`src/rtl/cva6_lsu_pkg.sv`:
```
// ---------------------------------------------------------------------------
// cva6_lsu_pkg
// Shared definitions for the CVA6 data-RAM initiator (cva6_lsu_ram_master)
// and its lane-alignment helper (cva6_lsu_align).
//   - access-size encodings carried on req_size
//   - FSM state enumeration
//   - default RAM window parameters
//   - helper that aligns a byte offset down to the access size
// ---------------------------------------------------------------------------
package cva6_lsu_pkg;

    // Access-size encodings on req_size
    localparam logic [1:0] SZ_B = 2'b00;
    localparam logic [1:0] SZ_H = 2'b01;
    localparam logic [1:0] SZ_W = 2'b10;
    localparam logic [1:0] SZ_X = 2'b11;

    // Default data-RAM window
    localparam logic [31:0] DEF_BASE_ADDR  = 32'h1000_0000;
    localparam int          DEF_SIZE_BYTES = 4096;
    localparam int          DEF_MEM_AW     = 12;

    // Request sequencing states
    typedef enum logic [1:0] {
        ST_IDLE  = 2'd0,
        ST_ISSUE = 2'd1,
        ST_RESP  = 2'd2
    } lsu_state_e;

    // Clear the low address bits that lie below the access size, so a
    // misaligned half/word is turned into the naturally aligned access
    // that contains its first byte.
    function automatic logic [1:0] align_offset(input logic [1:0] size,
                                                input logic [1:0] off);
        logic [1:0] res;
        res = off;
        if (size == SZ_H) begin
            res[0] = 1'b0;
        end else if (size == SZ_W) begin
            res = 2'b00;
        end
        return res;
    endfunction

endpackage

```
`src/rtl/cva6_lsu_align.sv`:
```
// ---------------------------------------------------------------------------
// cva6_lsu_align
// Purely combinational byte-lane logic for the data-RAM initiator.
// Store side: builds byte enables and replicates right-aligned store data
// onto every lane so the RAM picks the correct bytes via the enables.
// Load side: shifts the addressed lane of the RAM word down to bit 0 and
// sign- or zero-extends it according to the access size.
// Ports
//   st_size   in  2   store/request access size
//   st_off    in  2   byte offset inside the word (already aligned)
//   st_data   in  32  right-aligned store data
//   st_be     out 4   byte enables
//   st_lanes  out 32  lane-replicated write data
//   ld_size   in  2   latched load size
//   ld_off    in  2   latched byte offset
//   ld_unsigned in 1  zero-extend (1) or sign-extend (0)
//   ld_raw    in  32  raw RAM read word
//   ld_data   out 32  extracted and extended load result
// ---------------------------------------------------------------------------
module cva6_lsu_align
    import cva6_lsu_pkg::*;
(
    input  logic [1:0]  st_size,
    input  logic [1:0]  st_off,
    input  logic [31:0] st_data,
    output logic [3:0]  st_be,
    output logic [31:0] st_lanes,
    input  logic [1:0]  ld_size,
    input  logic [1:0]  ld_off,
    input  logic        ld_unsigned,
    input  logic [31:0] ld_raw,
    output logic [31:0] ld_data
);

    logic [31:0] shifted;

    // Store lanes: the illegal size never reaches the RAM, so it simply
    // produces no enables.
    always_comb begin
        st_be    = 4'b0000;
        st_lanes = st_data;
        case (st_size)
            SZ_B: begin
                st_be    = 4'b0001 << st_off;
                st_lanes = {4{st_data[7:0]}};
            end
            SZ_H: begin
                st_be    = 4'b0011 << st_off;
                st_lanes = {2{st_data[15:0]}};
            end
            SZ_W: begin
                st_be    = 4'b1111;
                st_lanes = st_data;
            end
            default: begin
                st_be    = 4'b0000;
                st_lanes = st_data;
            end
        endcase
    end

    // Load extract: word loads are returned as-is regardless of ld_unsigned.
    always_comb begin
        shifted = ld_raw >> {ld_off, 3'b000};
        ld_data = ld_raw;
        case (ld_size)
            SZ_B: ld_data = ld_unsigned ? {24'h00_0000, shifted[7:0]}
                                        : {{24{shifted[7]}}, shifted[7:0]};
            SZ_H: ld_data = ld_unsigned ? {16'h0000, shifted[15:0]}
                                        : {{16{shifted[15]}}, shifted[15:0]};
            default: ld_data = ld_raw;
        endcase
    end

endmodule

```
`src/rtl/cva6_lsu_ram_master.sv`:
```
// ---------------------------------------------------------------------------
// cva6_lsu_ram_master
// Initiator side of the CVA6 data-RAM port. Takes one load/store at a time
// from the core, checks window range, size and (optionally) alignment,
// issues a single-cycle access to a synchronous RAM and returns either a
// sign/zero-extended load result or a store acknowledge.
//
// Build option: define CVA6_LSU_MISALIGN_EXC_EN to report misaligned
// half/word accesses as errors. Without it, such accesses are silently
// aligned down and performed.
//
// Ports
//   clk, rst                       clock, synchronous active-high reset
//   req_valid/req_ready            core request handshake
//   req_we, req_addr, req_size,
//   req_unsigned, req_wdata        request payload
//   resp_valid/resp_ready          core response handshake
//   resp_rdata, resp_err           response payload
//   mem_req, mem_we, mem_be,
//   mem_addr, mem_wdata            RAM command (registered)
//   mem_rdata                      RAM read data, one cycle after mem_req
// ---------------------------------------------------------------------------
module cva6_lsu_ram_master
    import cva6_lsu_pkg::*;
#(
    parameter logic [31:0] BASE_ADDR  = DEF_BASE_ADDR,
    parameter int          SIZE_BYTES = DEF_SIZE_BYTES,
    parameter int          MEM_AW     = DEF_MEM_AW
) (
    input  logic              clk,
    input  logic              rst,
    input  logic              req_valid,
    output logic              req_ready,
    input  logic              req_we,
    input  logic [31:0]       req_addr,
    input  logic [1:0]        req_size,
    input  logic              req_unsigned,
    input  logic [31:0]       req_wdata,
    output logic              resp_valid,
    input  logic              resp_ready,
    output logic [31:0]       resp_rdata,
    output logic              resp_err,
    output logic              mem_req,
    output logic              mem_we,
    output logic [3:0]        mem_be,
    output logic [MEM_AW-1:0] mem_addr,
    output logic [31:0]       mem_wdata,
    input  logic [31:0]       mem_rdata
);

    localparam int OFF_W = $clog2(SIZE_BYTES);

    lsu_state_e        state;
    lsu_state_e        next_state;

    logic [31:0]       offset;
    logic              in_range;
    logic              size_bad;
    logic              req_err;
    logic              accept;
    logic [1:0]        eff_off;
    logic [MEM_AW-1:0] word_addr;

    logic              lat_we;
    logic [1:0]        lat_size;
    logic              lat_unsigned;
    logic [1:0]        lat_off;
    logic              lat_err;

    logic [3:0]        st_be;
    logic [31:0]       st_lanes;
    logic [31:0]       ld_data;

    logic [31:0]       rdata_hold;
    logic              hold_valid;

    // Request decode: window check uses the unsigned byte offset from the
    // base, and the address below the base is caught explicitly so a
    // wrapped subtraction can never look in range.
    assign offset    = req_addr - BASE_ADDR;
    assign in_range  = (req_addr >= BASE_ADDR) && (offset < 32'(SIZE_BYTES));
    assign size_bad  = (req_size == SZ_X);
    assign word_addr = MEM_AW'(offset[OFF_W-1:2]);
    assign accept    = (state == ST_IDLE) && req_ready && req_valid;

`ifdef CVA6_LSU_MISALIGN_EXC_EN
    logic misaligned;
    assign misaligned = ((req_size == SZ_H) && req_addr[0]) ||
                        ((req_size == SZ_W) && (req_addr[1:0] != 2'b00));
    assign req_err    = !in_range || size_bad || misaligned;
    assign eff_off    = req_addr[1:0];
`else
    assign req_err    = !in_range || size_bad;
    assign eff_off    = align_offset(req_size, req_addr[1:0]);
`endif

    cva6_lsu_align u_align (
        .st_size     (req_size),
        .st_off      (eff_off),
        .st_data     (req_wdata),
        .st_be       (st_be),
        .st_lanes    (st_lanes),
        .ld_size     (lat_size),
        .ld_off      (lat_off),
        .ld_unsigned (lat_unsigned),
        .ld_raw      (mem_rdata),
        .ld_data     (ld_data)
    );

    // State register
    always_ff @(posedge clk) begin
        if (rst) begin
            state <= ST_IDLE;
        end else begin
            state <= next_state;
        end
    end

    // Next-state: errors skip the RAM and go straight to the response
    always_comb begin
        next_state = state;
        case (state)
            ST_IDLE: begin
                if (accept) begin
                    next_state = req_err ? ST_RESP : ST_ISSUE;
                end
            end
            ST_ISSUE: next_state = ST_RESP;
            ST_RESP: begin
                if (resp_ready) begin
                    next_state = ST_IDLE;
                end
            end
            default: next_state = ST_IDLE;
        endcase
    end

    // Registered handshake, RAM command and latched request fields
    always_ff @(posedge clk) begin
        if (rst) begin
            req_ready    <= 1'b0;
            resp_valid   <= 1'b0;
            resp_err     <= 1'b0;
            mem_req      <= 1'b0;
            mem_we       <= 1'b0;
            mem_be       <= 4'b0000;
            mem_addr     <= '0;
            mem_wdata    <= 32'h0000_0000;
            lat_we       <= 1'b0;
            lat_size     <= SZ_B;
            lat_unsigned <= 1'b0;
            lat_off      <= 2'b00;
            lat_err      <= 1'b0;
            rdata_hold   <= 32'h0000_0000;
            hold_valid   <= 1'b0;
        end else begin
            req_ready  <= (next_state == ST_IDLE);
            resp_valid <= (next_state == ST_RESP);
            resp_err   <= (next_state == ST_RESP) && (accept ? req_err : lat_err);
            hold_valid <= (state == ST_RESP) && (next_state == ST_RESP);

            case (state)
                ST_IDLE: begin
                    if (accept) begin
                        lat_we       <= req_we;
                        lat_size     <= req_size;
                        lat_unsigned <= req_unsigned;
                        lat_off      <= eff_off;
                        lat_err      <= req_err;
                        if (!req_err) begin
                            mem_req   <= 1'b1;
                            mem_we    <= req_we;
                            mem_be    <= st_be;
                            mem_addr  <= word_addr;
                            mem_wdata <= st_lanes;
                        end
                    end
                end
                ST_ISSUE: begin
                    mem_req <= 1'b0;
                    mem_we  <= 1'b0;
                    mem_be  <= 4'b0000;
                end
                ST_RESP: begin
                    if (!hold_valid) begin
                        rdata_hold <= ld_data;
                    end
                end
                default: begin
                    mem_req <= 1'b0;
                end
            endcase
        end
    end

    // RAM data only exists during the first response cycle, so that cycle
    // passes the extracted value straight through while it is captured;
    // later cycles of a stalled response replay the captured copy.
    assign resp_rdata = (resp_valid && !lat_we && !lat_err)
                        ? (hold_valid ? rdata_hold : ld_data)
                        : 32'h0000_0000;

endmodule

```
`config.mk`:
```
export PLATFORM = sky130hd
export DESIGN_NAME = cva6_lsu_ram_master
export DESIGN_NICKNAME = d
export VERILOG_FILES = /design/src/rtl/cva6_lsu_pkg.sv /design/src/rtl/cva6_lsu_align.sv /design/src/rtl/cva6_lsu_ram_master.sv
export SDC_FILE = /design/constraint.sdc
export NUM_CORES = 1
export LEC_CHECK = 0
export ABC_AREA = 1
export ABC_CLOCK_PERIOD_IN_PS = 1600
export CORE_MARGIN = 2
export CORE_UTILIZATION = 40
export CTS_BUF_LIST = sky130_fd_sc_hd__clkbuf_8
export DETAILED_ROUTE_END_ITERATION = 7
export DONT_BUFFER_PORTS = 1
export GPL_TIMING_DRIVEN = 0
export PLACE_DENSITY = 0.53
export SLEW_MARGIN = 0
export SYNTH_ARGS = -nofsm -noshare
export SYNTH_HDL_FRONTEND = slang
export SYNTH_SLANG_ARGS = --single-unit
```
`constraint.sdc`:
```
create_clock -name clk -period 1.6 [get_ports clk]
set_input_delay 0.32 -clock clk [delete_from_list [all_inputs] [get_ports clk]]
set_output_delay 0.32 -clock clk [all_outputs]
set_load 0.02 [all_outputs]
```
==> results by group <==
Run status
  – Outcome: finished, violations left
  – Violated checks: negative setup slack

Logic synthesis
  – Gate Count Post-Synth: 764
  – Compound-cell area share of the yosys netlist: between 10% and 20%
  – Distinct cells, synth: 30
  – Synth Area per Inst: 6.45 um^2
  – XOR/XNOR share of the synthesized area: 0%
  – Synth warnings: 0
  – Top cells by area, synth: dfxtp_1 38%, nand2_1 16%, a21oi_1 8.7%
  – Post-Syn Area: between 0.004 and 0.005 mm^2
  – Largest family of logic cells by synthesized area: simple AND/OR/NAND/NOR gates
  – Mux contribution to synthesized area: 0%
  – Synth area leader: dfxtp_1
  – Simple-gate portion of the synthesized area: about a third
  – #FFs+latches synth: 93
  – Adder-cell share of the synthesized area: 0%
  – Post-synth top area share: 37.8%
  – Sequential fraction of the synthesis area: between 30% and 40%

Route
  – DR pass1 iterations: 5
  – # DRC: 0
  – Average wire per standard cell: around 17 um
  – Routed Antenna Nets: 0
  – Initial DRC Count: ~230
  – Total number of vias: about 5200
  – Via density: 5.42
  – WL final: between 15000 and 20000 um

Power and ir drop
  – Overall Power: roughly 5500 uW
  – Peak VDD IR: between 400 and 500 uV
  – PwrDens: around 850 mW/mm^2
  – Pleak: approximately 0.0028 uW

Clock tree
  – Clk slew on worst S/H paths: 0.10 ns
  – CTS Buf Count: 9
  – Clock Sinks: between 90 and 100
  – Skew-Pair Late Insertion Delay: around 0.37 ns
  – CTS max path bufs: 2
  – Root Driver: clkbuf_8
  – H-Tree Depth: 3
  – CTS tree: yes

Critical path
  – Crit Path Max Fanout: 7
  – Cell chain of the critical path: buf_6 -> nand2_1 -> nand3_2 -> nand2_4 -> nand3_4 -> clkbuf_16 -> nand3_4 -> nand2_4 -> nor2_4
  – FF-to-FF Start: lat_off[0]
  – Crit path arrival time: roughly 1.8 ns
  – Internal reg-to-reg setup slack: approximately 0.040 ns
  – Critical R2R Capture: rdata_hold[24]
  – WP buf/inv: 2
  – CP Data Required Time: roughly 1.3 ns
  – CP Capture Type: output pin
  – Largest stage delay, worst path: approximately 0.38 ns
  – Reg2Reg Depth: 10
  – Setup crit start: lat_off[0]
  – Startpoint class of the critical path: flip-flop
  – Setup CP Type: reg -> out
  – Worst path top cell family by delay: simple AND/OR/NAND/NOR gates
  – CP max stage cell: dfxtp_4

Cells and area
  – Share of cells above drive strength 1: between 20% and 30%
  – # diodes: 0
  – Fill cells: 1220
  – Commonest cells after routing, fill and taps aside: 182 x nand2_1, 88 x dfxtp_1, 73 x a21oi_1
  – Syn-to-layout area delta: 31.4%
  – Fin nets: between 900 and 1000
  – Most common cell after layout, fill and taps aside: nand2_1

Floorplan
  – Die area: 0.0132 mm^2
  – Core region area: 0.0120 mm^2
  – Die Span Y: 115 um
  – Die width: between 100 and 150 um
  – IO Pins: roughly 190
  – FP Rows: 40
  – Initial Util: a little over 40%

Timing
  – Max-slew violations: 0
  – Final hold vios: 0
  – Final worst setup slack: -0.531 ns
  – Slew @ Worst Pin: 0.596 ns
  – Min Clock Period, post-route: about 2.1 ns
  – Final setup violation count: 32
  – Fin crit share: 133%
  – Max frequency: roughly 0.47 GHz
  – RSZ-0062 raised after global routing: yes
  – Max-slew headroom: approximately 60%
  – Hold Slack: approximately 0.044 ns
  – Post-Route Skew: roughly 0.013 ns

Placed design
  – Gpl congestion: 0.870
  – HPWL after DPL: about 12000 um
  – Worst slack at placement: -0.449 ns
  – Number of port buffers: 0

Global routing
  – Grt ovf: 0
  – Initial antenna violation count: 0
  – Largest net degree at the start of global routing: 16
  – GR Util All Layers: around a quarter
  – Vias in the first global route: approximately 5000
  – Global-route wire length before repair: approximately 26000 um

Min path
  – Hold Startpoint: req_wdata[1]
  – Hold-critical path depth: 2
  – End of the worst hold path: mem_wdata[1]
  – Hold Crit Class: in -> reg

Flow run
  – Max Cap Viol: 0
[cell type report]
class | count | area (um^2) | area share, %
sequential | 93 | 1870 | 28.9
clock inverter | 6 | 40.0 | 0.618
inverter | 49 | 196 | 3.03
clock buffer | 10 | 138 | 2.12
multi-input combinational | 569 | 3360 | 51.9
tap | 147 | 184 | 2.84
timing repair buffer | 35 | 358 | 5.52
buffer | 52 | 329 | 5.08
[metal layers]
metal	vias to the layer above	track usage [%]	wire length, um
met4	0	8.11	361
met2	188	41.8	7840
li1	2602	-	-
met1	2386	29.3	6800
met5	-	0	0
met3	30	8.22	1480
[repair_timing]
action / CTS / global route
buffers inserted: 20 / 16
resized for setup: 101 / 99
gates cloned: 1 / 2
hold buffers: 1 / 0
endpoints found under the setup margin: 82 / 91
endpoints found under the hold margin: 1 / 0
pin swaps: 52 / 71
[state kept, by name, summed over array words and instances, names as in the netlist]
register	flops
mem_wdata	32
rdata_hold	32
mem_addr	10
mem_be	4
lat_off	2
lat_size	2
state	2
hold_valid	1
lat_err	1
lat_unsigned	1
lat_we	1
mem_req	1
mem_we	1
req_ready	1
resp_err	1
resp_valid	1
[worst max-delay path by stage]
stage	end	slack, ns	depth (start not counted)
6_report	resp_rdata[30]	-0.53	9
2_1_floorplan	resp_rdata[21]	-0.05	10
5_1_grt	resp_rdata[30]	-0.62	9
3_3_place_gp	resp_rdata[5]	-0.45	7
4_1_cts	resp_rdata[24]	-0.51	9
3_5_place_dp	resp_rdata[26]	-0.45	4
[report_power, final]
part	internal, uW	total (uW)	switching, uW
clock	605	1480	875
combinational	628	1570	941
sequential	2390	2440	49.7
[cells in the mapped netlist, drive strengths merged]
cell type,instances
and3,7
dfxtp,93
clkbuf,29
nor2,54
o211ai,2
a211oi,1
nand2,213
nand3,85
conb,1
nor3,2
buf,25
nand3b,1
inv,49
a21oi,86
o31ai,6
o21ai,83
or2,26
nand4,1
[metrics by stage]
step | utilization [%] | area (um^2) | TNS, ns | std cells
after floorplan | - | 5200 | -0.614 | 765
after global placement | 44.8 | 5380 | -14.85 | 912
after detailed placement | 44.8 | 5380 | -15.30 | 912
after CTS | 50.1 | 6010 | -14.98 | 947
after global routing | 53.9 | 6480 | -18.22 | 961
final | 53.9 | 6480 | -14.92 | 961
[worst register-to-register path, stage by stage (launching register included)]
cell and delay (ns):
dfxtp_4 0.38, buf_6 0.14, nand2_1 0.08, nand3_2 0.09, nand2_4 0.09, nand3_4 0.15
clkbuf_16 0.22, nand3_4 0.08, nand2_4 0.06, buf_4 0.13, a21oi_2 0.10
[kinds of logic (layout without fill, tap and decap cells)]
kind of cell,Yosys count,after routing
other,1,2
AOI/OAI and AO/OA,178,178
buffers and inverters,103,152
DFF,93,93
and+or+nand+nor,389,389
Note: power is estimated with default switching activity, not from simulation.
